**src/rtl/bp_stream_axil_bridge.sv**
```systemverilog
// Purpose: AXI-Lite slave bridging single-beat writes to a host-to-BP stream word
//          and BP-to-host stream words into a small receive FIFO drained by AXI-Lite reads.
// Latency: AW+W complete -> stream_v_o 1 cycle; AR handshake -> rvalid_o 1 cycle.
// Backpressure: one write and one read outstanding; stream_ready_o drops while the receive FIFO is full.
// Ports: clk_i/reset_n_i (async active-low); s_axil_* AXI-Lite slave;
//        stream_v_o/addr_o/data_o/yumi_i outbound word; stream_v_i/data_i/ready_o inbound word.

module bp_stream_axil_bridge_fifo #(
  parameter int width_p = 32,
  parameter int els_p   = 4
) (
  input  logic                       clk_i,
  input  logic                       reset_n_i,
  input  logic                       v_i,
  input  logic [width_p-1:0]         data_i,
  output logic                       ready_o,
  output logic                       v_o,
  output logic [width_p-1:0]         data_o,
  input  logic                       yumi_i,
  output logic [$clog2(els_p):0]     count_o
);
  // Purpose: power-of-two circular FIFO with an occupancy count.
  // Latency: a pushed word is visible at the head the following cycle.
  // Backpressure: ready_o is registered and low while full (and while in reset).

  localparam int ptr_w_lp = $clog2(els_p);
  localparam int cnt_w_lp = ptr_w_lp + 1;

  logic [width_p-1:0]  mem_q [els_p];
  logic [ptr_w_lp-1:0] wr_ptr_q, wr_ptr_d;
  logic [ptr_w_lp-1:0] rd_ptr_q, rd_ptr_d;
  logic [cnt_w_lp-1:0] count_q, count_d;
  logic                ready_q, ready_d;
  logic                push, pop;

  assign push = v_i & ready_q;
  assign pop  = yumi_i & (count_q != '0);

  always_comb begin
    wr_ptr_d = wr_ptr_q;
    rd_ptr_d = rd_ptr_q;
    count_d  = count_q;
    if (push) wr_ptr_d = wr_ptr_q + ptr_w_lp'(1);
    if (pop)  rd_ptr_d = rd_ptr_q + ptr_w_lp'(1);
    case ({push, pop})
      2'b10:   count_d = count_q + cnt_w_lp'(1);
      2'b01:   count_d = count_q - cnt_w_lp'(1);
      default: count_d = count_q;
    endcase
    // Ready is registered so it reads low throughout reset.
    ready_d = (count_d != cnt_w_lp'(els_p));
  end

  always_ff @(posedge clk_i or negedge reset_n_i) begin
    if (!reset_n_i) begin
      wr_ptr_q <= '0;
      rd_ptr_q <= '0;
      count_q  <= '0;
      ready_q  <= 1'b0;
    end else begin
      wr_ptr_q <= wr_ptr_d;
      rd_ptr_q <= rd_ptr_d;
      count_q  <= count_d;
      ready_q  <= ready_d;
    end
  end

  always_ff @(posedge clk_i) begin
    if (push) mem_q[wr_ptr_q] <= data_i;
  end

  assign ready_o = ready_q;
  assign v_o     = (count_q != '0);
  assign data_o  = mem_q[rd_ptr_q];
  assign count_o = count_q;
endmodule

module bp_stream_axil_bridge #(
  parameter int addr_width_p = 32,
  parameter int data_width_p = 32,
  parameter int rx_els_p     = 4
) (
  input  logic                      clk_i,
  input  logic                      reset_n_i,
  input  logic [addr_width_p-1:0]   s_axil_awaddr_i,
  input  logic [2:0]                s_axil_awprot_i,
  input  logic                      s_axil_awvalid_i,
  output logic                      s_axil_awready_o,
  input  logic [data_width_p-1:0]   s_axil_wdata_i,
  input  logic [data_width_p/8-1:0] s_axil_wstrb_i,
  input  logic                      s_axil_wvalid_i,
  output logic                      s_axil_wready_o,
  output logic [1:0]                s_axil_bresp_o,
  output logic                      s_axil_bvalid_o,
  input  logic                      s_axil_bready_i,
  input  logic [addr_width_p-1:0]   s_axil_araddr_i,
  input  logic [2:0]                s_axil_arprot_i,
  input  logic                      s_axil_arvalid_i,
  output logic                      s_axil_arready_o,
  output logic [data_width_p-1:0]   s_axil_rdata_o,
  output logic [1:0]                s_axil_rresp_o,
  output logic                      s_axil_rvalid_o,
  input  logic                      s_axil_rready_i,
  output logic                      stream_v_o,
  output logic [addr_width_p-1:0]   stream_addr_o,
  output logic [data_width_p-1:0]   stream_data_o,
  input  logic                      stream_yumi_i,
  input  logic                      stream_v_i,
  input  logic [data_width_p-1:0]   stream_data_i,
  output logic                      stream_ready_o
);

  localparam int cnt_w_lp = $clog2(rx_els_p) + 1;
  localparam logic [1:0] resp_okay_lp   = 2'b00;
  localparam logic [1:0] resp_slverr_lp = 2'b10;

  typedef enum logic [1:0] {W_IDLE, W_SEND, W_RESP} w_state_e;
  typedef enum logic       {R_IDLE, R_RESP}         r_state_e;

  // Protection bits and the upper read-address bits carry no meaning here.
  logic unused_ok;
  assign unused_ok = ^{s_axil_awprot_i, s_axil_arprot_i, s_axil_araddr_i[addr_width_p-1:8]};

  // ---------------- write path ----------------
  w_state_e                w_state_q, w_state_d;
  logic                    aw_got_q, aw_got_d;
  logic                    w_got_q, w_got_d;
  logic                    strb_ok_q, strb_ok_d;
  logic [addr_width_p-1:0] waddr_q, waddr_d;
  logic [data_width_p-1:0] wdata_q, wdata_d;
  logic                    awready_q, awready_d;
  logic                    wready_q, wready_d;
  logic                    bvalid_q, bvalid_d;
  logic [1:0]              bresp_q, bresp_d;
  logic                    stream_v_q, stream_v_d;
  logic                    aw_hs, w_hs;

  assign aw_hs = s_axil_awvalid_i & awready_q;
  assign w_hs  = s_axil_wvalid_i & wready_q;

  always_comb begin
    w_state_d  = w_state_q;
    aw_got_d   = aw_got_q;
    w_got_d    = w_got_q;
    strb_ok_d  = strb_ok_q;
    waddr_d    = waddr_q;
    wdata_d    = wdata_q;
    bvalid_d   = bvalid_q;
    bresp_d    = bresp_q;
    stream_v_d = stream_v_q;
    case (w_state_q)
      W_IDLE: begin
        if (aw_hs) begin
          aw_got_d = 1'b1;
          waddr_d  = s_axil_awaddr_i;
        end
        if (w_hs) begin
          w_got_d   = 1'b1;
          wdata_d   = s_axil_wdata_i;
          strb_ok_d = &s_axil_wstrb_i;
        end
        if (aw_got_d && w_got_d) begin
          aw_got_d = 1'b0;
          w_got_d  = 1'b0;
          // Partial-strobe writes cannot be represented as a stream word.
          if (strb_ok_d) begin
            w_state_d  = W_SEND;
            stream_v_d = 1'b1;
          end else begin
            w_state_d = W_RESP;
            bvalid_d  = 1'b1;
            bresp_d   = resp_slverr_lp;
          end
        end
      end
      W_SEND: begin
        if (stream_yumi_i) begin
          w_state_d  = W_RESP;
          stream_v_d = 1'b0;
          bvalid_d   = 1'b1;
          bresp_d    = resp_okay_lp;
        end
      end
      W_RESP: begin
        if (s_axil_bready_i) begin
          w_state_d = W_IDLE;
          bvalid_d  = 1'b0;
        end
      end
      default: w_state_d = W_IDLE;
    endcase
    awready_d = (w_state_d == W_IDLE) & ~aw_got_d;
    wready_d  = (w_state_d == W_IDLE) & ~w_got_d;
  end

  always_ff @(posedge clk_i or negedge reset_n_i) begin
    if (!reset_n_i) begin
      w_state_q  <= W_IDLE;
      aw_got_q   <= 1'b0;
      w_got_q    <= 1'b0;
      strb_ok_q  <= 1'b0;
      waddr_q    <= '0;
      wdata_q    <= '0;
      awready_q  <= 1'b0;
      wready_q   <= 1'b0;
      bvalid_q   <= 1'b0;
      bresp_q    <= 2'b00;
      stream_v_q <= 1'b0;
    end else begin
      w_state_q  <= w_state_d;
      aw_got_q   <= aw_got_d;
      w_got_q    <= w_got_d;
      strb_ok_q  <= strb_ok_d;
      waddr_q    <= waddr_d;
      wdata_q    <= wdata_d;
      awready_q  <= awready_d;
      wready_q   <= wready_d;
      bvalid_q   <= bvalid_d;
      bresp_q    <= bresp_d;
      stream_v_q <= stream_v_d;
    end
  end

  // ---------------- receive FIFO ----------------
  logic                    fifo_v, fifo_yumi, fifo_ready;
  logic [data_width_p-1:0] fifo_data;
  logic [cnt_w_lp-1:0]     fifo_count;

  bp_stream_axil_bridge_fifo #(
    .width_p (data_width_p),
    .els_p   (rx_els_p)
  ) rx_fifo (
    .clk_i     (clk_i),
    .reset_n_i (reset_n_i),
    .v_i       (stream_v_i),
    .data_i    (stream_data_i),
    .ready_o   (fifo_ready),
    .v_o       (fifo_v),
    .data_o    (fifo_data),
    .yumi_i    (fifo_yumi),
    .count_o   (fifo_count)
  );

  // ---------------- read path ----------------
  r_state_e                r_state_q, r_state_d;
  logic                    arready_q, arready_d;
  logic                    rvalid_q, rvalid_d;
  logic [data_width_p-1:0] rdata_q, rdata_d;
  logic [1:0]              rresp_q, rresp_d;
  logic                    ar_hs;

  assign ar_hs = s_axil_arvalid_i & arready_q;

  always_comb begin
    r_state_d = r_state_q;
    rvalid_d  = rvalid_q;
    rdata_d   = rdata_q;
    rresp_d   = rresp_q;
    fifo_yumi = 1'b0;
    case (r_state_q)
      R_IDLE: begin
        if (ar_hs) begin
          r_state_d = R_RESP;
          rvalid_d  = 1'b1;
          rdata_d   = '0;
          rresp_d   = resp_okay_lp;
          case (s_axil_araddr_i[7:0])
            8'h20: begin
              // Head is captured and popped in the AR cycle itself.
              if (fifo_v) begin
                rdata_d   = fifo_data;
                fifo_yumi = 1'b1;
              end else begin
                rresp_d = resp_slverr_lp;
              end
            end
            8'h24:   rdata_d = data_width_p'(fifo_count);
            default: rdata_d = '0;
          endcase
        end
      end
      R_RESP: begin
        if (s_axil_rready_i) begin
          r_state_d = R_IDLE;
          rvalid_d  = 1'b0;
        end
      end
      default: r_state_d = R_IDLE;
    endcase
    arready_d = (r_state_d == R_IDLE);
  end

  always_ff @(posedge clk_i or negedge reset_n_i) begin
    if (!reset_n_i) begin
      r_state_q <= R_IDLE;
      arready_q <= 1'b0;
      rvalid_q  <= 1'b0;
      rdata_q   <= '0;
      rresp_q   <= 2'b00;
    end else begin
      r_state_q <= r_state_d;
      arready_q <= arready_d;
      rvalid_q  <= rvalid_d;
      rdata_q   <= rdata_d;
      rresp_q   <= rresp_d;
    end
  end

  assign s_axil_awready_o = awready_q;
  assign s_axil_wready_o  = wready_q;
  assign s_axil_bvalid_o  = bvalid_q;
  assign s_axil_bresp_o   = bresp_q;
  assign s_axil_arready_o = arready_q;
  assign s_axil_rvalid_o  = rvalid_q;
  assign s_axil_rdata_o   = rdata_q;
  assign s_axil_rresp_o   = rresp_q;
  assign stream_v_o       = stream_v_q;
  assign stream_addr_o    = waddr_q;
  assign stream_data_o    = wdata_q;
  assign stream_ready_o   = fifo_ready;
endmodule

```
**config.mk**
```make
export PLATFORM = sky130hd
export DESIGN_NAME = bp_stream_axil_bridge
export DESIGN_NICKNAME = d
export VERILOG_FILES = /design/src/rtl/bp_stream_axil_bridge.sv
export SDC_FILE = /design/constraint.sdc
export NUM_CORES = 1
export LEC_CHECK = 0
export ABC_AREA = 1
export CORE_AREA = 3 3 141 143
export CTS_CLUSTER_SIZE = 14
export DETAILED_ROUTE_END_ITERATION = 6
export DIE_AREA = 0 0 144 146
export GPL_TIMING_DRIVEN = 0
export PLACE_DENSITY = 0.89
export SYNTH_ARGS = -nofsm -noshare
export SYNTH_HDL_FRONTEND = slang
export SYNTH_HIERARCHICAL = 1
export SYNTH_SLANG_ARGS = --single-unit
```
**constraint.sdc**
```tcl
create_clock -name clk_i -period 5.16 [get_ports clk_i]
set_input_delay 1.032 -clock clk_i [delete_from_list [all_inputs] [get_ports clk_i]]
set_output_delay 1.032 -clock clk_i [all_outputs]
set_load 0.01 [all_outputs]
```
* Word level (Yosys, flattened, before mapping)
Memory sizes are Yosys's and may differ from the RTL's.
Index checks and enable logic that the tools add are counted.
** Word-level totals
- Bits in registers :: 120
- Bits in writable memories :: 128
- Output and inout bits :: 107
- Logic and storage cells :: 109
- Memories :: 1
** Memories
- rx_fifo.mem_q :: words 4, width 32, rd ports 1, clocked after Yosys merged registers in 0, wr ports 1, RTL line 29 : logic [width_p-1:0] mem_q [els_p];
** Operators by class
- Add/subtract/negate cells :: 4
- Equal/unequal tests :: 14
- Muxes and demuxes :: 45
- Bitwise operators :: 11
- Reductions and logical operators :: 14
** Operators by type and width (count)
- $pmux 32 s2 :: 1
- $mux 32 :: 1
- $mux 1 :: 27
- $mux 2 :: 9
- $eq 8x6->1 const B :: 2
- $ne 2x2->1 const B :: 6
- $reduce_and 4->1 :: 3
- $reduce_and 2->1 :: 4
- $and 1x1->1 :: 7
- $pmux 1 s2 :: 3
- $pmux 2 s3 :: 1
- $pmux 3 s2 :: 1
- $reduce_bool 3->1 :: 2
- $reduce_and 5->1 :: 1
- $add 2x1->2 const B :: 2
- $eq 2x1->1 const B :: 2
- $eq 2x2->1 const B :: 2
- $logic_not 2->1 :: 2
- $not 1->1 :: 4
- $pmux 2 s2 :: 1
- $add 3x1->3 const B :: 1
- $ne 3x3->1 const B :: 1
- $pmux 1 s3 :: 1
- $sub 3x1->3 const B :: 1
- other kinds (3) :: 3

* Longest topological paths before layout
- Word-level depth :: 9
- Mapped depth :: 16
- Gate-level depth less buffers :: 16

* Modules after synthesis
The synthesis kept the hierarchy.
** By module, submodules not included
- bp_stream_axil_bridge_fifo :: times used 1, cells an instance 363, area an instance 5208.7 µm², sequential area each 4043.9 µm²
- bp_stream_axil_bridge :: times used 1, cells an instance 513, area an instance 4493.1 µm², sequential area each 2752.6 µm²

* Least setup slack after synthesis
OpenSTA, ideal clock, no wires.
- Kind :: input-to-reg
- Start point :: in stream_v_i
- End point :: mem rx_fifo.mem_q[0][0], enable pin
- Setup time :: 0.421 ns
- Arrival :: 2.569 ns
- Data required time :: 4.739 ns
- Setup slack :: 2.170 ns
- Stages on the path :: 2
- Buffers on the path :: 0
- Path through :: nand2_1 nor2_1
** Between the ends
- Cells in the longest elaborated chain, start to end :: 3
** Ends and longest elaborated chain
- start: declaration :: RTL line 108 : input logic stream_v_i,
- $and 1x1->1 :: RTL line 36 : assign push = v_i & ready_q;
- $mux 1 :: RTL line 69 : if (push) mem_q[wr_ptr_q] <= data_i;
- $mux 1 (implied by the code) :: RTL line 69
- end: declaration :: RTL line 29
Every way passes these cells.

* Final worst setup path
- Start point :: in s_axil_arvalid_i
- End point :: reg rx_fifo.ready_q, in the netlist rx_fifo/ready_o
** Between the ends
- Cells in the longest elaborated chain, start to end :: 7
- Elaborated cells on any way between the ends :: 8
- Those cells by class :: 3 x eq/ne; 3 x mux; 2 x bitwise
** Ends and longest elaborated chain
- start: declaration :: RTL line 98 : input logic s_axil_arvalid_i,
- $and 1x1->1 (*) :: RTL line 252 : assign ar_hs = s_axil_arvalid_i & arready_q;
- $mux 1 (*) :: RTL line 262 : if (ar_hs) begin
- $mux 1 (*) :: RTL line 260 : case (r_state_q)
- via fifo_yumi :: RTL line 225 : logic fifo_v, fifo_yumi, fifo_ready;
- $and 1x1->1 (*) :: RTL line 37 : assign pop = yumi_i & (count_q != '0);
- via rx_fifo.pop :: RTL line 34 : logic push, pop;
- $eq 2x1->1 / $eq 2x2->1 (equally long branches) :: RTL line 45 : case ({push, pop})
- $pmux 3 s2 (*) :: RTL line 45
- via rx_fifo.count_d[1] :: RTL line 32 : logic [cnt_w_lp-1:0] count_q, count_d;
- $ne 3x3->1 (*) :: RTL line 51 : ready_d = (count_d != cnt_w_lp'(els_p));
- via rx_fifo.ready_d :: RTL line 33 : logic ready_q, ready_d;
- end signal: assignment :: RTL line 64 : ready_q <= ready_d;
- end: declaration :: RTL line 33
Mark *: on every way through the listed nets, which the timed path passes. The rest lies on a longest branch.
A chain may end at the register's enable or synchronous reset.

==> results_dict.tcl <==
set metrics [dict create \
    r2r_start "r_state_q$_DFF_PN0_" \
    viasPerCell 5.28 \
    place.gp.congestion 0.928 \
    initialDrtViolationCount 463 \
    rrSetupSlack_ps 2610 \
    regArea_mm2 0.00680 \
    synth_cells 876 \
    io_pins 254 \
    min_period_ps 3140 \
    synth.avg_cell_area_um2 11.1 \
    skew_ps 19.6 \
    setup_tns_ps 0 \
    crit_required_ps 5580 \
    cp_cell_sequence "clkdlybuf4s50_1, nand3_4, clkbuf_1, nor3_1, nand2_1, inv_1, ha_1, inv_1, fa_1, o21ai_0, nor2_1, nand2_1" \
    hp-class "input pin to asynchronous set/reset pin" \
    peakVddDrop_mv 0.306 \
    fmax_mhz 319 \
    cts_setup_buffers 0 \
    antenna_found_initial 3 \
    status "completed" \
    dr.pass1.iters 5 \
    cts_tree "built" \
    coreArea_mm2 0.0187 \
    n_fill_cell 1227 \
    worst-path-max-fanout 10 \
    place_hpwl_um 18200 \
    area_delta_synth_final_pct 36.7 \
    multi_input_area_mm2 0.00241 \
    slew_viol_final 0 \
    synth_top_area_frac 0.396 \
    clkTransAtPathRegs_ps 60 \
    drtAntennaViolNets 0 \
    clk_latency_ps 530 \
    clockBufferDepth 3 \
    arrival_ps 3560 \
    die_width_um 144 \
    die-area_mm2 0.0210 \
    dr_total_vias 7316 \
    critical_path.slowest_cell "fa_1" \
    yosysWarnings 6 \
    start_kind "input pin" \
    worstReg2RegEnd "rx_fifo/ready_o$_DFF_PN0_" \
    cpPeakStageDelay_ps 530 \
    htree_num_levels 1 \
    cts_resized 0 \
    max_slew_margin 0.605 \
    synth_top_area_cell "edfxtp_1" \
    power_density_mw_per_mm2 509 \
    start_util 0.519 \
    postRouteWirelength_um 26200 \
    rsz0062_at_grt "false" \
    end_kind "register" \
    rr_worst_depth 12 \
    numPortBuffers 221 \
    power.leakage_nw 5.63 \
    worstMarginPinSlew_ps 592 \
    final_util 0.709 \
    synth.distinct_cells 28 \
    grt_max_degree 75 \
    clock_sinks 246 \
    synth_area_mm2 0.00970 \
    numCtsBuffers 26 \
    drc 0 \
    hold_viol_final 0 \
    die_h_um 146 \
    ctsHoldBuffers 0 \
    avgRoutedWirePerCell_um 18.9 \
    synth.area.top_cells "edfxtp_1, dfrtp_1, nand2_1, o21ai_0, nor2_1" \
    grt_pass1_vias 7384 \
    power_w 0.00675 \
    setup_viol 0 \
    startpoint "s_axil_arvalid_i" \
    fin_nets 1284 \
    drv_cap 0 \
    seq_area_frac_synth 0.701 \
    drive_above_1_share 0.0966 \
    ys_ff_latch 246 \
    cts_root_buf "clkbuf_16" \
    grt_use_total 0.239 \
    setup.worst_path.class "input pin to register" \
    rows 50 \
    grt_first_pass_wirelength_um 39400 \
    grt.overflow.total 0 \
    timing.final.crit_share 0.608 \
]
-- placed cells by master (no fill, tap or decap), drive strengths merged, types with 3 or more instances in the layout --
master	Yosys	final
o22ai	33	33
nand4	7	7
a21oi	4	4
edfxtp	128	128
dfrtp	118	118
o21ai	100	100
ha	5	5
buf	31	37
nor2	89	89
clkbuf	10	44
inv	69	70
nand3	15	15
clkinv	0	8
bufinv	0	3
clkdlybuf4s50	0	220
nand2	259	259
-- where the power goes --
group          total (W)  switching, W  internal (W)
registers        0.00286      0.000242       0.00262
clock network    0.00191      0.000751       0.00116
logic            0.00198       0.00111      0.000869
total            0.00675       0.00211       0.00464
-- registers in the layout, indices dropped and copies added (netlist names), 2 cells and up --
register          count
rx_fifo/mem_q       128
s_axil_rdata_o       32
stream_addr_o        32
stream_data_o        32
rx_fifo/count_o       3
rx_fifo/rd_ptr_q      2
rx_fifo/wr_ptr_q      2
w_state_q             2
-- cells in the mapped netlist (all sizes together) --
cell type and instances:
edfxtp 128, dfrtp 118, nand4 7, xnor2 2, fa 1, clkbuf 10
o21ai 100, conb 1, nand3 15, nand2 259, xor2 2, buf 31
nor3 2, inv 69, nor2 89, o22ai 33, ha 5, a21oi 4
-- per-stage QoR --
stage	hold slack (ps)	worst slack (ps)	std cells	instance area (um^2)
3_3_place_gp	442	-1680	1332	12200
2_1_floorplan	438	2170	877	9710
6_report	439	2020	1385	13300
5_1_grt	447	1820	1385	13300
4_1_cts	437	2000	1383	13300
3_5_place_dp	452	1460	1337	12400
-- per-layer routing --
layer / part of all wire / track usage / vias to the layer above
li1: - / - / 3412
met1: 0.38 / 0.290 / 3550
met2: 0.50 / 0.413 / 298
met3: 0.088 / 0.0601 / 54
met4: 0.033 / 0.0833 / 2
met5: 0.00034 / 0 / -
-- critical path: cells and delay by family --
kind / cells / cell delay [ps]
buffers and inverters: 4 / 980
AOI/OAI and AO/OA: 1 / 90
adders and majority gates: 2 / 690
and+or+nand+nor: 5 / 770
-- worst max-delay path by stage --
stage,end
finish,rx_fifo/ready_o$_DFF_PN0_
global route,rx_fifo/ready_o$_DFF_PN0_
CTS,rx_fifo/ready_o$_DFF_PN0_
detailed placement,rx_fifo/ready_o$_DFF_PN0_
global placement,s_axil_rdata_o[23]$_DFFE_PN0P_
floorplan,rx_fifo/mem_q[0][0]$_DFFE_PP_
-- area by class of cell --
cell class	count	area share
antenna	2	0.000377
clock buffer	34	0.0552
buffer	41	0.0200
multi-input combinational	521	0.182
clock inverter	12	0.0126
sequential	246	0.513
timing repair buffer	226	0.176
inverter	69	0.0195
tap	234	0.0221
-- kinds of logic after synthesis --
logic type,synth area share
adders and majority gates,0.00851
other,0.000387
buffers and inverters,0.0540
and+or+nand+nor,0.154
DFF,0.701
xor gates and xnor gates,0.00361
AOI/OAI and AO/OA,0.0788
Power figures use the tool's default switching activity.
